==> src/rtl/alu_control_mdu_pkg.sv <==
// Shared constants for the EX-stage ALU control decoder and the iterative MDU.
package alu_control_mdu_pkg;
  localparam logic [3:0] ALU_AND = 4'b0000;
  localparam logic [3:0] ALU_OR  = 4'b0001;
  localparam logic [3:0] ALU_ADD = 4'b0010;
  localparam logic [3:0] ALU_SLL = 4'b0011;
  localparam logic [3:0] ALU_SRL = 4'b0100;
  localparam logic [3:0] ALU_SRA = 4'b0101;
  localparam logic [3:0] ALU_SUB = 4'b0110;
  localparam logic [3:0] ALU_SLT = 4'b0111;
  localparam logic [3:0] ALU_MDU = 4'b1000;
  localparam logic [3:0] ALU_NOR = 4'b1100;
  localparam logic [3:0] ALU_ILL = 4'b1111;

  localparam logic [1:0] OP_ADD = 2'b00, OP_SUB = 2'b01, OP_RTYPE = 2'b10, OP_AND = 2'b11;

  localparam logic [5:0] F_ADD   = 6'b100000, F_SUB   = 6'b100010, F_AND  = 6'b100100;
  localparam logic [5:0] F_OR    = 6'b100101, F_SLT   = 6'b101010, F_NOR  = 6'b100111;
  localparam logic [5:0] F_SLL   = 6'b000000, F_SRL   = 6'b000010, F_SRA  = 6'b000011;
  localparam logic [5:0] F_MULT  = 6'b011000, F_MULTU = 6'b011001;
  localparam logic [5:0] F_DIV   = 6'b011010, F_DIVU  = 6'b011011;

  typedef enum logic [1:0] {S_IDLE, S_RUN, S_FIX} mdu_state_e;

  function automatic logic is_mdu(input logic [5:0] f);
    return f inside {F_MULT, F_MULTU, F_DIV, F_DIVU};
  endfunction
endpackage

==> src/rtl/alu_control_mdu_if.sv <==
// EX-stage bus between the pipeline and the ALU control / MDU block.
interface alu_control_mdu_if #(parameter int WIDTH = 32);
  logic [1:0]       op;
  logic [5:0]       funct;
  logic             valid;
  logic             flush;
  logic [WIDTH-1:0] a, b;
  logic [3:0]       control;
  logic             illegal;
  logic             stall;
  logic             done;
  logic [WIDTH-1:0] hi, lo;

  modport master (output op, funct, valid, flush, a, b,
                  input  control, illegal, stall, done, hi, lo);
  modport slave  (input  op, funct, valid, flush, a, b,
                  output control, illegal, stall, done, hi, lo);
endinterface

==> src/rtl/alu_control_mdu_core.sv <==
// Iterative MDU datapath: shift-add multiply, restoring divide, sign fix-up on magnitudes.
module mdu_core #(
  parameter int WIDTH = 32,
  localparam int CNT_W = $clog2(WIDTH)
) (
  input  logic             clk,
  input  logic             rst_n,
  input  logic             load_i,
  input  logic             step_i,
  input  logic             is_div_i,
  input  logic             sgn_i,
  input  logic [WIDTH-1:0] a_i,
  input  logic [WIDTH-1:0] b_i,
  output logic             cnt_zero_o,
  output logic [WIDTH-1:0] res_hi_o,
  output logic [WIDTH-1:0] res_lo_o
);
  logic [WIDTH-1:0] acc_q, acc_d, lo_q, lo_d, dv_q;
  logic [CNT_W-1:0] cnt_q;
  logic             div_q, neg_hi_q, neg_lo_q;
  logic             a_neg, b_neg;
  logic [WIDTH-1:0] a_mag, b_mag;
  logic [WIDTH:0]   sum, sh;
  logic [2*WIDTH-1:0] res;

  assign a_neg = sgn_i & a_i[WIDTH-1];
  assign b_neg = sgn_i & b_i[WIDTH-1];
  assign a_mag = a_neg ? -a_i : a_i;
  assign b_mag = b_neg ? -b_i : b_i;

  always_comb begin
    acc_d = acc_q;
    lo_d  = lo_q;
    sum   = '0;
    sh    = '0;
    if (div_q) begin
      sh = {acc_q, lo_q[WIDTH-1]};
      if (sh >= {1'b0, dv_q}) begin
        acc_d = WIDTH'(sh - {1'b0, dv_q});
        lo_d  = {lo_q[WIDTH-2:0], 1'b1};
      end else begin
        acc_d = sh[WIDTH-1:0];
        lo_d  = {lo_q[WIDTH-2:0], 1'b0};
      end
    end else begin
      sum   = {1'b0, acc_q} + {1'b0, (lo_q[0] ? dv_q : {WIDTH{1'b0}})};
      acc_d = sum[WIDTH:1];
      lo_d  = {sum[0], lo_q[WIDTH-1:1]};
    end
  end

  always_comb begin
    res = {acc_q, lo_q};
    if (!div_q) begin
      if (neg_lo_q) res = -res;
    end else begin
      if (neg_hi_q) res[2*WIDTH-1:WIDTH] = -acc_q;
      if (neg_lo_q) res[WIDTH-1:0]       = -lo_q;
    end
  end

  assign res_hi_o   = res[2*WIDTH-1:WIDTH];
  assign res_lo_o   = res[WIDTH-1:0];
  assign cnt_zero_o = (cnt_q == '0);

  always_ff @(posedge clk or negedge rst_n) begin
    if (!rst_n) begin
      acc_q <= '0; lo_q <= '0; dv_q <= '0; cnt_q <= '0;
      div_q <= 1'b0; neg_hi_q <= 1'b0; neg_lo_q <= 1'b0;
    end else if (load_i) begin
      div_q <= is_div_i;
      cnt_q <= CNT_W'(WIDTH-1);
      // Divide by zero preloads the architectural answer so FIX only has to copy it out.
      if (is_div_i && b_i == '0) begin
        acc_q <= a_i; lo_q <= '1; dv_q <= '0;
        neg_hi_q <= 1'b0; neg_lo_q <= 1'b0;
      end else begin
        acc_q <= '0; lo_q <= a_mag; dv_q <= b_mag;
        neg_lo_q <= a_neg ^ b_neg;
        neg_hi_q <= is_div_i ? a_neg : (a_neg ^ b_neg);
      end
    end else if (step_i) begin
      acc_q <= acc_d;
      lo_q  <= lo_d;
      cnt_q <= cnt_q - 1'b1;
    end
  end
endmodule

==> src/rtl/alu_control_mdu.sv <==
// EX-stage ALU control decode plus MDU sequencing, HI/LO ownership and hazard stall.
module alu_control_mdu
  import alu_control_mdu_pkg::*;
#(
  parameter int WIDTH = 32
) (
  input  logic clk,
  input  logic rst_n,
  alu_control_mdu_if.slave bus
);
  mdu_state_e       state_q, state_d;
  logic [WIDTH-1:0] hi_q, lo_q, res_hi, res_lo;
  logic             done_q, wr, step, accept, mdu_op, cnt_zero;
  logic [3:0]       ctrl;
  logic             ill;

  always_comb begin
    ctrl = ALU_ILL;
    ill  = 1'b0;
    case (bus.op)
      OP_ADD: ctrl = ALU_ADD;
      OP_SUB: ctrl = ALU_SUB;
      OP_AND: ctrl = ALU_AND;
      default: begin
        case (bus.funct)
          F_ADD: ctrl = ALU_ADD;
          F_SUB: ctrl = ALU_SUB;
          F_AND: ctrl = ALU_AND;
          F_OR:  ctrl = ALU_OR;
          F_SLT: ctrl = ALU_SLT;
          F_NOR: ctrl = ALU_NOR;
          F_SLL: ctrl = ALU_SLL;
          F_SRL: ctrl = ALU_SRL;
          F_SRA: ctrl = ALU_SRA;
          F_MULT, F_MULTU, F_DIV, F_DIVU: ctrl = ALU_MDU;
          default: begin ctrl = ALU_ILL; ill = 1'b1; end
        endcase
      end
    endcase
  end

  assign mdu_op = bus.valid & (bus.op == OP_RTYPE) & is_mdu(bus.funct);
  assign accept = mdu_op & ~bus.flush & (state_q == S_IDLE);

  always_comb begin
    state_d = state_q;
    step    = 1'b0;
    wr      = 1'b0;
    case (state_q)
      S_IDLE: if (accept) state_d = (bus.funct[1] && bus.b == '0) ? S_FIX : S_RUN;
      S_RUN: begin
        step = 1'b1;
        if (bus.flush)    state_d = S_IDLE;
        else if (cnt_zero) state_d = S_FIX;
      end
      S_FIX: begin
        state_d = S_IDLE;
        wr      = ~bus.flush;
      end
      default: state_d = S_IDLE;
    endcase
  end

  mdu_core #(.WIDTH(WIDTH)) u_core (
    .clk       (clk),
    .rst_n     (rst_n),
    .load_i    (accept),
    .step_i    (step),
    .is_div_i  (bus.funct[1]),
    .sgn_i     (~bus.funct[0]),
    .a_i       (bus.a),
    .b_i       (bus.b),
    .cnt_zero_o(cnt_zero),
    .res_hi_o  (res_hi),
    .res_lo_o  (res_lo)
  );

  always_ff @(posedge clk or negedge rst_n) begin
    if (!rst_n) begin
      state_q <= S_IDLE;
      hi_q    <= '0;
      lo_q    <= '0;
      done_q  <= 1'b0;
    end else begin
      state_q <= state_d;
      done_q  <= wr;
      if (wr) begin
        hi_q <= res_hi;
        lo_q <= res_lo;
      end
    end
  end

  assign bus.control = ctrl;
  assign bus.illegal = ill;
  assign bus.stall   = (state_q != S_IDLE) | (mdu_op & (state_q != S_IDLE));
  assign bus.done    = done_q;
  assign bus.hi      = hi_q;
  assign bus.lo      = lo_q;
endmodule

==> src/flat_wrapper.sv <==
// flat-port wrapper written by rule: the top's interface ports become plain ports
module alu_control_mdu_flat import alu_control_mdu_pkg::*;
#(
  parameter int WIDTH = 32
)
  (clk, rst_n, bus_op, bus_funct, bus_valid, bus_flush, bus_a, bus_b, bus_control, bus_illegal, bus_stall, bus_done, bus_hi, bus_lo);
  alu_control_mdu_if #(.WIDTH(WIDTH)) bus_i ();
  input  logic clk;
  input  logic rst_n;
  input wire logic [$bits(bus_i.op)-1:0] bus_op;
  input wire logic [$bits(bus_i.funct)-1:0] bus_funct;
  input wire logic [$bits(bus_i.valid)-1:0] bus_valid;
  input wire logic [$bits(bus_i.flush)-1:0] bus_flush;
  input wire logic [$bits(bus_i.a)-1:0] bus_a;
  input wire logic [$bits(bus_i.b)-1:0] bus_b;
  output wire logic [$bits(bus_i.control)-1:0] bus_control;
  output wire logic [$bits(bus_i.illegal)-1:0] bus_illegal;
  output wire logic [$bits(bus_i.stall)-1:0] bus_stall;
  output wire logic [$bits(bus_i.done)-1:0] bus_done;
  output wire logic [$bits(bus_i.hi)-1:0] bus_hi;
  output wire logic [$bits(bus_i.lo)-1:0] bus_lo;
  assign bus_i.op = bus_op;
  assign bus_i.funct = bus_funct;
  assign bus_i.valid = bus_valid;
  assign bus_i.flush = bus_flush;
  assign bus_i.a = bus_a;
  assign bus_i.b = bus_b;
  assign bus_control = bus_i.control;
  assign bus_illegal = bus_i.illegal;
  assign bus_stall = bus_i.stall;
  assign bus_done = bus_i.done;
  assign bus_hi = bus_i.hi;
  assign bus_lo = bus_i.lo;
  alu_control_mdu #(.WIDTH(WIDTH)) u_core (.clk(clk), .rst_n(rst_n), .bus(bus_i));
endmodule
==> config.mk <==
export PLATFORM = sky130hd
export DESIGN_NAME = alu_control_mdu_flat
export DESIGN_NICKNAME = d
export VERILOG_FILES = /design/src/rtl/alu_control_mdu_pkg.sv /design/src/rtl/alu_control_mdu_if.sv /design/src/rtl/alu_control_mdu_core.sv /design/src/rtl/alu_control_mdu.sv /design/src/flat_wrapper.sv
export SDC_FILE = /design/constraint.sdc
export NUM_CORES = 1
export LEC_CHECK = 0
export BUFFER_PORTS_ARGS = -buffer_cell sky130_fd_sc_hd__buf_2
export CAP_MARGIN = 20
export CORE_AREA = 2 2 312 160
export CTS_CLUSTER_DIAMETER = 40
export DETAILED_ROUTE_END_ITERATION = 10
export DIE_AREA = 0 0 314 162
export GPL_ROUTABILITY_DRIVEN = 0
export HOLD_SLACK_MARGIN = 0.12
export SYNTH_ARGS = -nofsm -noshare
export SYNTH_HDL_FRONTEND = slang
export SYNTH_SLANG_ARGS = --single-unit
export TNS_END_PERCENT = 50
==> constraint.sdc <==
create_clock -name clk -period 4.57 [get_ports clk]
set_clock_uncertainty 0.2 [all_clocks]
set_input_delay 0.2285 -clock clk [delete_from_list [all_inputs] [get_ports clk]]
set_output_delay 0.2285 -clock clk [all_outputs]
set_load 0.01 [all_outputs]
# Word-level counts from Yosys, hierarchy flattened
# Cells that the tools add are included.
# Widths: inputs -> output; s select.
[totals] register_bits=171 wordCells=97 input_bits=76
[op_classes] n_addsub=8 magnitude_cmp=1 reduce_logical=13 bitwise_logic=11 n_mux=34 eq_ne=19
[op_table] op="$mux 32" count=15
[op_table] op="$mux 64" count=2
[op_table] op="$neg 32->32" count=4
[op_table] op="$neg 64->64" count=1
[op_table] op="$pmux 4 s10" count=1
[op_table] op="$eq 6x6->1 const B" count=6
[op_table] op="$add 32x32->33" count=1
[op_table] op="$ge 33x32->1" count=1
[op_table] op="$logic_not 32->1" count=1
[op_table] op="$sub 32x32->32" count=1
[op_table] op="$eq 6x5->1 const B" count=4
[op_table] op="$reduce_or 13->1" count=1
[op_table] op="$eq 6x2->1 const B" count=2
[op_table] op="$pmux 4 s3" count=1
[op_table] op="$mux 5" count=2
[op_table] op="$mux 1" count=8
[op_table] op="$mux 2" count=4
[op_table] op="$and 1x1->1" count=7
[op_table] op="$eq 2x2->1 const B" count=3
[op_table] op="$logic_not 6->1" count=1
[op_table] op="$logic_not 5->1" count=1
[op_table] op="$sub 5x1->5 const B" count=1
[op_table] op="$eq 2x1->1 const B" count=2
[op_table] op="$logic_not 2->1" count=2
[op_table] op="other kinds (12)" count=14

# Logic depth before layout (Yosys ltp)
[depth] word_depth=7 depth_mapped=14 mapped_depth_nobuf=13

# Modules after synthesis
# From an unflattened synthesis, not the netlist that was laid out.
[unflattened] hier_cells=1718 area_unflattened_um2=14338.8
[modules_own_cells] mod="mdu_core" instances=1 cells_per_inst=1525 area_per_inst_um2=11566.1
[modules_own_cells] mod="alu_control_mdu" instances=1 cells_per_inst=193 area_per_inst_um2=2772.7

# Worst setup path before layout
# Ideal clock, no wire load.
[synth_timing] kind="register to register" start="register u_core.u_core.lo_q[0]" end="register u_core.u_core.acc_q[27]" path_buffers=1 path_slack_ns=0.959 stages_incl_launch_ff=14 period_less_slack_ns=3.611 required_ns=4.244 t_arrival_ns=3.285 path_cell_list="dfrtp_1 > clkinv_1 > clkbuf_1 > nor2_1 > ha_1 > o21a_1 > o2111ai_1 > or3_1 > a2111o_1 > o211ai_1 > a31oi_1 > o21ai_0 > mux2i_1 > o32a_1"
[synth_between] elab_chain_len=5
[synth_rtl] item="start: declaration" line="alu_control_mdu_core.sv:18" source="logic [WIDTH-1:0] acc_q, acc_d, lo_q, lo_d, dv_q;"
[synth_rtl] item="start signal: assignment" line="alu_control_mdu_core.sv:84" source="lo_q <= lo_d;"
[synth_rtl] item="$mux 32" line="alu_control_mdu_core.sv:46" source="sum = {1'b0, acc_q} + {1'b0, (lo_q[0] ? dv_q : {WIDTH{1'b0}})};"
[synth_rtl] item="$add 32x32->33" line="alu_control_mdu_core.sv:46"
[synth_rtl] item="$mux 32" line="alu_control_mdu_core.sv:36" source="if (div_q) begin"
[synth_rtl] item="$mux 32" line="alu_control_mdu_core.sv:82" source="end else if (step_i) begin"
[synth_rtl] item="$mux 32" line="alu_control_mdu_core.sv:70" source="end else if (load_i) begin"
[synth_rtl] item="end signal: assignment" line="alu_control_mdu_core.sv:68" source="acc_q <= '0; lo_q <= '0; dv_q <= '0; cnt_q <= '0;"
[synth_rtl] item="end signal: assignment" line="alu_control_mdu_core.sv:75" source="acc_q <= a_i; lo_q <= '1; dv_q <= '0;"
[synth_rtl] item="end signal: assignment" line="alu_control_mdu_core.sv:83" source="acc_q <= acc_d;"
[synth_rtl] item="end: declaration" line="alu_control_mdu_core.sv:18"
# Every way passes these cells. The select of a mux whose other input is x is not followed.
# A chain may end at the register's enable or synchronous reset.

# Worst setup path in the final report
[layout_timing] start="register u_core.u_core.acc_q[27]" end="register u_core.u_core.acc_q[6]"
[layout_between] elab_chain_len=5
[layout_rtl] item="start signal: assignment" line="alu_control_mdu_core.sv:68"
[layout_rtl] item="start signal: assignment" line="alu_control_mdu_core.sv:75"
[layout_rtl] item="start signal: assignment" line="alu_control_mdu_core.sv:78" source="acc_q <= '0; lo_q <= a_mag; dv_q <= b_mag;"
[layout_rtl] item="$ge 33x32->1" line="alu_control_mdu_core.sv:38" source="if (sh >= {1'b0, dv_q}) begin"
[layout_rtl] item="$mux 32" line="alu_control_mdu_core.sv:38"
[layout_rtl] item="$mux 32" line="alu_control_mdu_core.sv:36"
[layout_rtl] item="$mux 32" line="alu_control_mdu_core.sv:82"
[layout_rtl] item="$mux 32" line="alu_control_mdu_core.sv:70"
# Every way passes these cells. The select of a mux whose other input is x is not followed.

==> results by group <==
CTS
  – Skew-Pair Late Insertion Delay: 470 ps
  – TritonCTS clock tree: built
  – Clk slew on worst S/H paths: 80 ps
  – Max clock buf depth: 2
  – CTS buffer count: 17
  – Hold-fix buffers, CTS: 83
  – H-tree Lvls: 4
  – CTS sink cnt: 171
  – CTS Root Cell: clkbuf_16
  – Post-CTS Setup Bufs: 0
  – Post-CTS Resized: 0

Yosys
  – Share of the synthesized area in the top cell type: 29.9%
  – Sequential fraction of the synthesis area: 29.9%
  – Cell count after synthesis: 1795
  – #FFs+latches synth: 171
  – Synth Cell Area: 14300 sq um
  – Net count after synthesis: 1943
  – Main area contributors after synthesis: dfrtp_1 (30%), o21ai_0 (6.3%), ha_1 (6.1%)
  – Leading cell type by number of instances after synthesis: nand2_1
  – Library cells used by synthesis: 74
  – Top cell type by total area after synthesis: dfrtp_1
  – Syn_area_per_cell: 7.98 sq um
  – Most instantiated cells after synthesis: nand2_1 (223), o21ai_0 (179), dfrtp_1 (171), nor2_1 (149), a21oi_1 (111)
  – Ys flop type: dfrtp_1
  – Synth warnings: 0
  – Share of flip-flops with an asynchronous set or reset: 100%
  – EDFF count, synth: 0

Timing
  – Fin crit period: 4410 ps
  – Peak Freq: 227 MHz
  – Worst-margin pin slew: 1040 ps
  – Fin. max-slew vios: 0
  – Hold WS: 143 ps
  – RSZ-0062 raised after global routing: no
  – Final Cycle Share: 96.6%
  – Slew HR: 30.9%
  – # setup viols final: 0
  – Fin. Hold Viols: 0
  – Setup TNS: 0 ps

Global routing
  – Congestion Overflow GR: 0
  – Vias in the first global route: 13821
  – Initial antenna violation count: 2
  – GRT Overall Usage: 21.1%
  – Pin count of the biggest net entering global routing: 99
  – GR Util met2: 27.4%
  – First-pass GRT wire length: 82.3 mm
  – GR Layer Usage met1: 30.5%
  – Global Route met3 Usage: 9.44%
  – Gr busiest metal: met1

Worst setup path
  – Crit path DAT: 4530 ps
  – R2R Setup Slk: 160 ps
  – WS Path Type: reg -> reg
  – Worst-path fanout max: 13
  – Critical Path Source Type: flop
  – Crit end category: flop
  – R2r worst-path depth: 11
  – Worst path required time: 4690 ps

Route
  – WL final: 54.1 mm
  – 1st-pass router iterations: 6
  – Avg WL per Cell: 20.4 um
  – DR vias: 14723
  – # DRC: 0
  – Final ANT Viol Nets: 0
  – Iter 0 DRT Violations: 1687
  – Vias/cell: 5.56

Power
  – Total power: 8990 uW
  – Lkg Pwr: 0.00780 uW
  – Sw frac: 48.1%
  – PwrDens: 520 nW/um^2
  – Pint: 4670 uW
  – Clk pwr share: 18.3%
  – Part of the power in registers: 24.6%
  – NetSw: 4320 uW
  – Worst VDD drop: 0.000269 V
  – Comb pwr share: 57.1%

Die
  – Core Box Area: 48000 sq um
  – Std-Cell Rows: 57
  – Die Span X: 314 um
  – Chip height: 162 um
  – IO Pins: 147
  – DIE AREA: 50900 sq um
  – Initial cell density of the core: 29.8%

Layout
  – Layout cells sized above 1: 13.5%
  – P&R area growth vs syn: 20.8%
  – Final core occ: 36.0%
  – Design area: 17300 sq um
  – Fillers: 5023
  – # diodes: 0
  – Nets: 2134

Placed design
  – Post-DP HPWL: 42.1 mm
  – PortBufs: 146
  – Placed instance area: 15800 sq um

Run
  – Max-Cap Viols: 0

Status
  – Outcome: completed

Min path
  – Worst hold path cell count: 5
  – Worst hold path class: in -> reg
-- cells in the final DEF, fill, tap and decap left out, drive strengths merged, types with 6 or more instances in the layout --
| cell | instances |
|---|---|
| nand2 | 223 |
| buf | 191 |
| o21ai | 184 |
| dfrtp | 171 |
| nor2 | 149 |
| a21oi | 111 |
| xnor2 | 88 |
| xor2 | 84 |
| dlygate4sd3 | 83 |
| inv | 78 |
| ha | 70 |
| a21o | 53 |
| a221oi | 41 |
| nor3 | 37 |
| mux2i | 35 |
| o31ai | 32 |
| nor4 | 26 |
| a31oi | 25 |
| or3 | 24 |
| a211oi | 22 |
| mux2 | 20 |
| nand3 | 18 |
| and3 | 17 |
| clkbuf | 17 |
| or4 | 16 |
| nor2b | 13 |
| o21a | 13 |
| nand2b | 11 |
| o211ai | 11 |
| a22oi | 11 |
| nand4 | 11 |
| or2 | 11 |
| and2 | 10 |
| o22ai | 9 |
| o41ai | 9 |
| o21bai | 8 |
| o311ai | 6 |
-- sequential cells by signal (all words and copies together), names as in the netlist --
signal	flops
u_core.u_core.neg_lo_q	1
u_core.bus.done	1
u_core.u_core.cnt_q	5
u_core.u_core.dv_q	32
u_core.u_core.lo_q	32
u_core.u_core.neg_hi_q	1
u_core.u_core.acc_q	32
u_core.bus.hi	32
u_core.u_core.div_q	1
u_core.state_q	2
u_core.bus.lo	32
-- power by group through the flow --
stage | clock network, uW | registers, uW | logic (uW)
after floorplan | 0 | 2070 | 3330
after global placement | 0 | 2180 | 4760
after detailed placement | 0 | 2200 | 4850
after CTS | 1670 | 2170 | 4950
after global routing | 1740 | 2230 | 5530
final | 1640 | 2210 | 5130
-- per-layer routing --
layer  wire, um  up-vias  part of all wire, %
li1           -     6878                    -
met1      25200     6966                   47
met2      20100      790                   37
met3       7400       85                   14
met4       1090        4                  2.0
met5        299        -                 0.55
-- cell type report --
| cell class | count | area [sq um] | share of cell area, % |
|---|---|---|---|
| clock buffer | 17 | 425 | 2.46 |
| multi-input combinational | 1453 | 9410 | 54.4 |
| timing repair buffer | 274 | 1920 | 11.1 |
| clock inverter | 15 | 198 | 1.14 |
| sequential | 171 | 4280 | 24.7 |
| tap | 649 | 812 | 4.69 |
| inverter | 69 | 259 | 1.50 |
-- cell families (layout without fill, tap and decap cells) --
family          after synthesis  count (layout)  share of synthesized area, %
mux                          55              55                          4.02
fa+ha+maj                    72              72                          6.40
buf+inv                     171             375                          4.67
xor+xnor                    172             172                          10.5
compound gates              567             567                          25.3
flops                       171             171                          29.9
simple gates                587             587                          19.2
-- worst paths after layout --
check | start | end
setup / recovery | u_core.u_core.acc_q[27] | u_core.u_core.acc_q[6]
hold / removal | bus_valid | u_core.state_q[1]
setup reg to reg | u_core.u_core.acc_q[27] | u_core.u_core.acc_q[6]
hold reg to reg | u_core.bus.hi[20] | u_core.bus.hi[20]
max in group asynchronous | rst_n | u_core.u_core.div_q
min in group asynchronous | rst_n | u_core.bus.hi[6]
-- through the flow --
| step | instances | setup WS, ps |
|---|---|---|
| 3_3_place_gp | 2533 | 582 |
| 4_1_cts | 2648 | 444 |
| 2_1_floorplan | 1795 | 959 |
| 6_report | 2648 | 155 |
| 5_1_grt | 2648 | 105 |
| 3_5_place_dp | 2533 | 483 |
-- critical path, stage by stage (launching register included) --
cell	delay (ps)
dfrtp_1	650
ha_1	410
a21o_1	190
a21o_1	220
a211oi_1	650
a21oi_1	160
nor4_1	480
o31ai_4	290
buf_4	260
mux2_2	270
a221oi_1	350
o21ai_0	120
No activity file was read; power rests on OpenSTA's default activity.
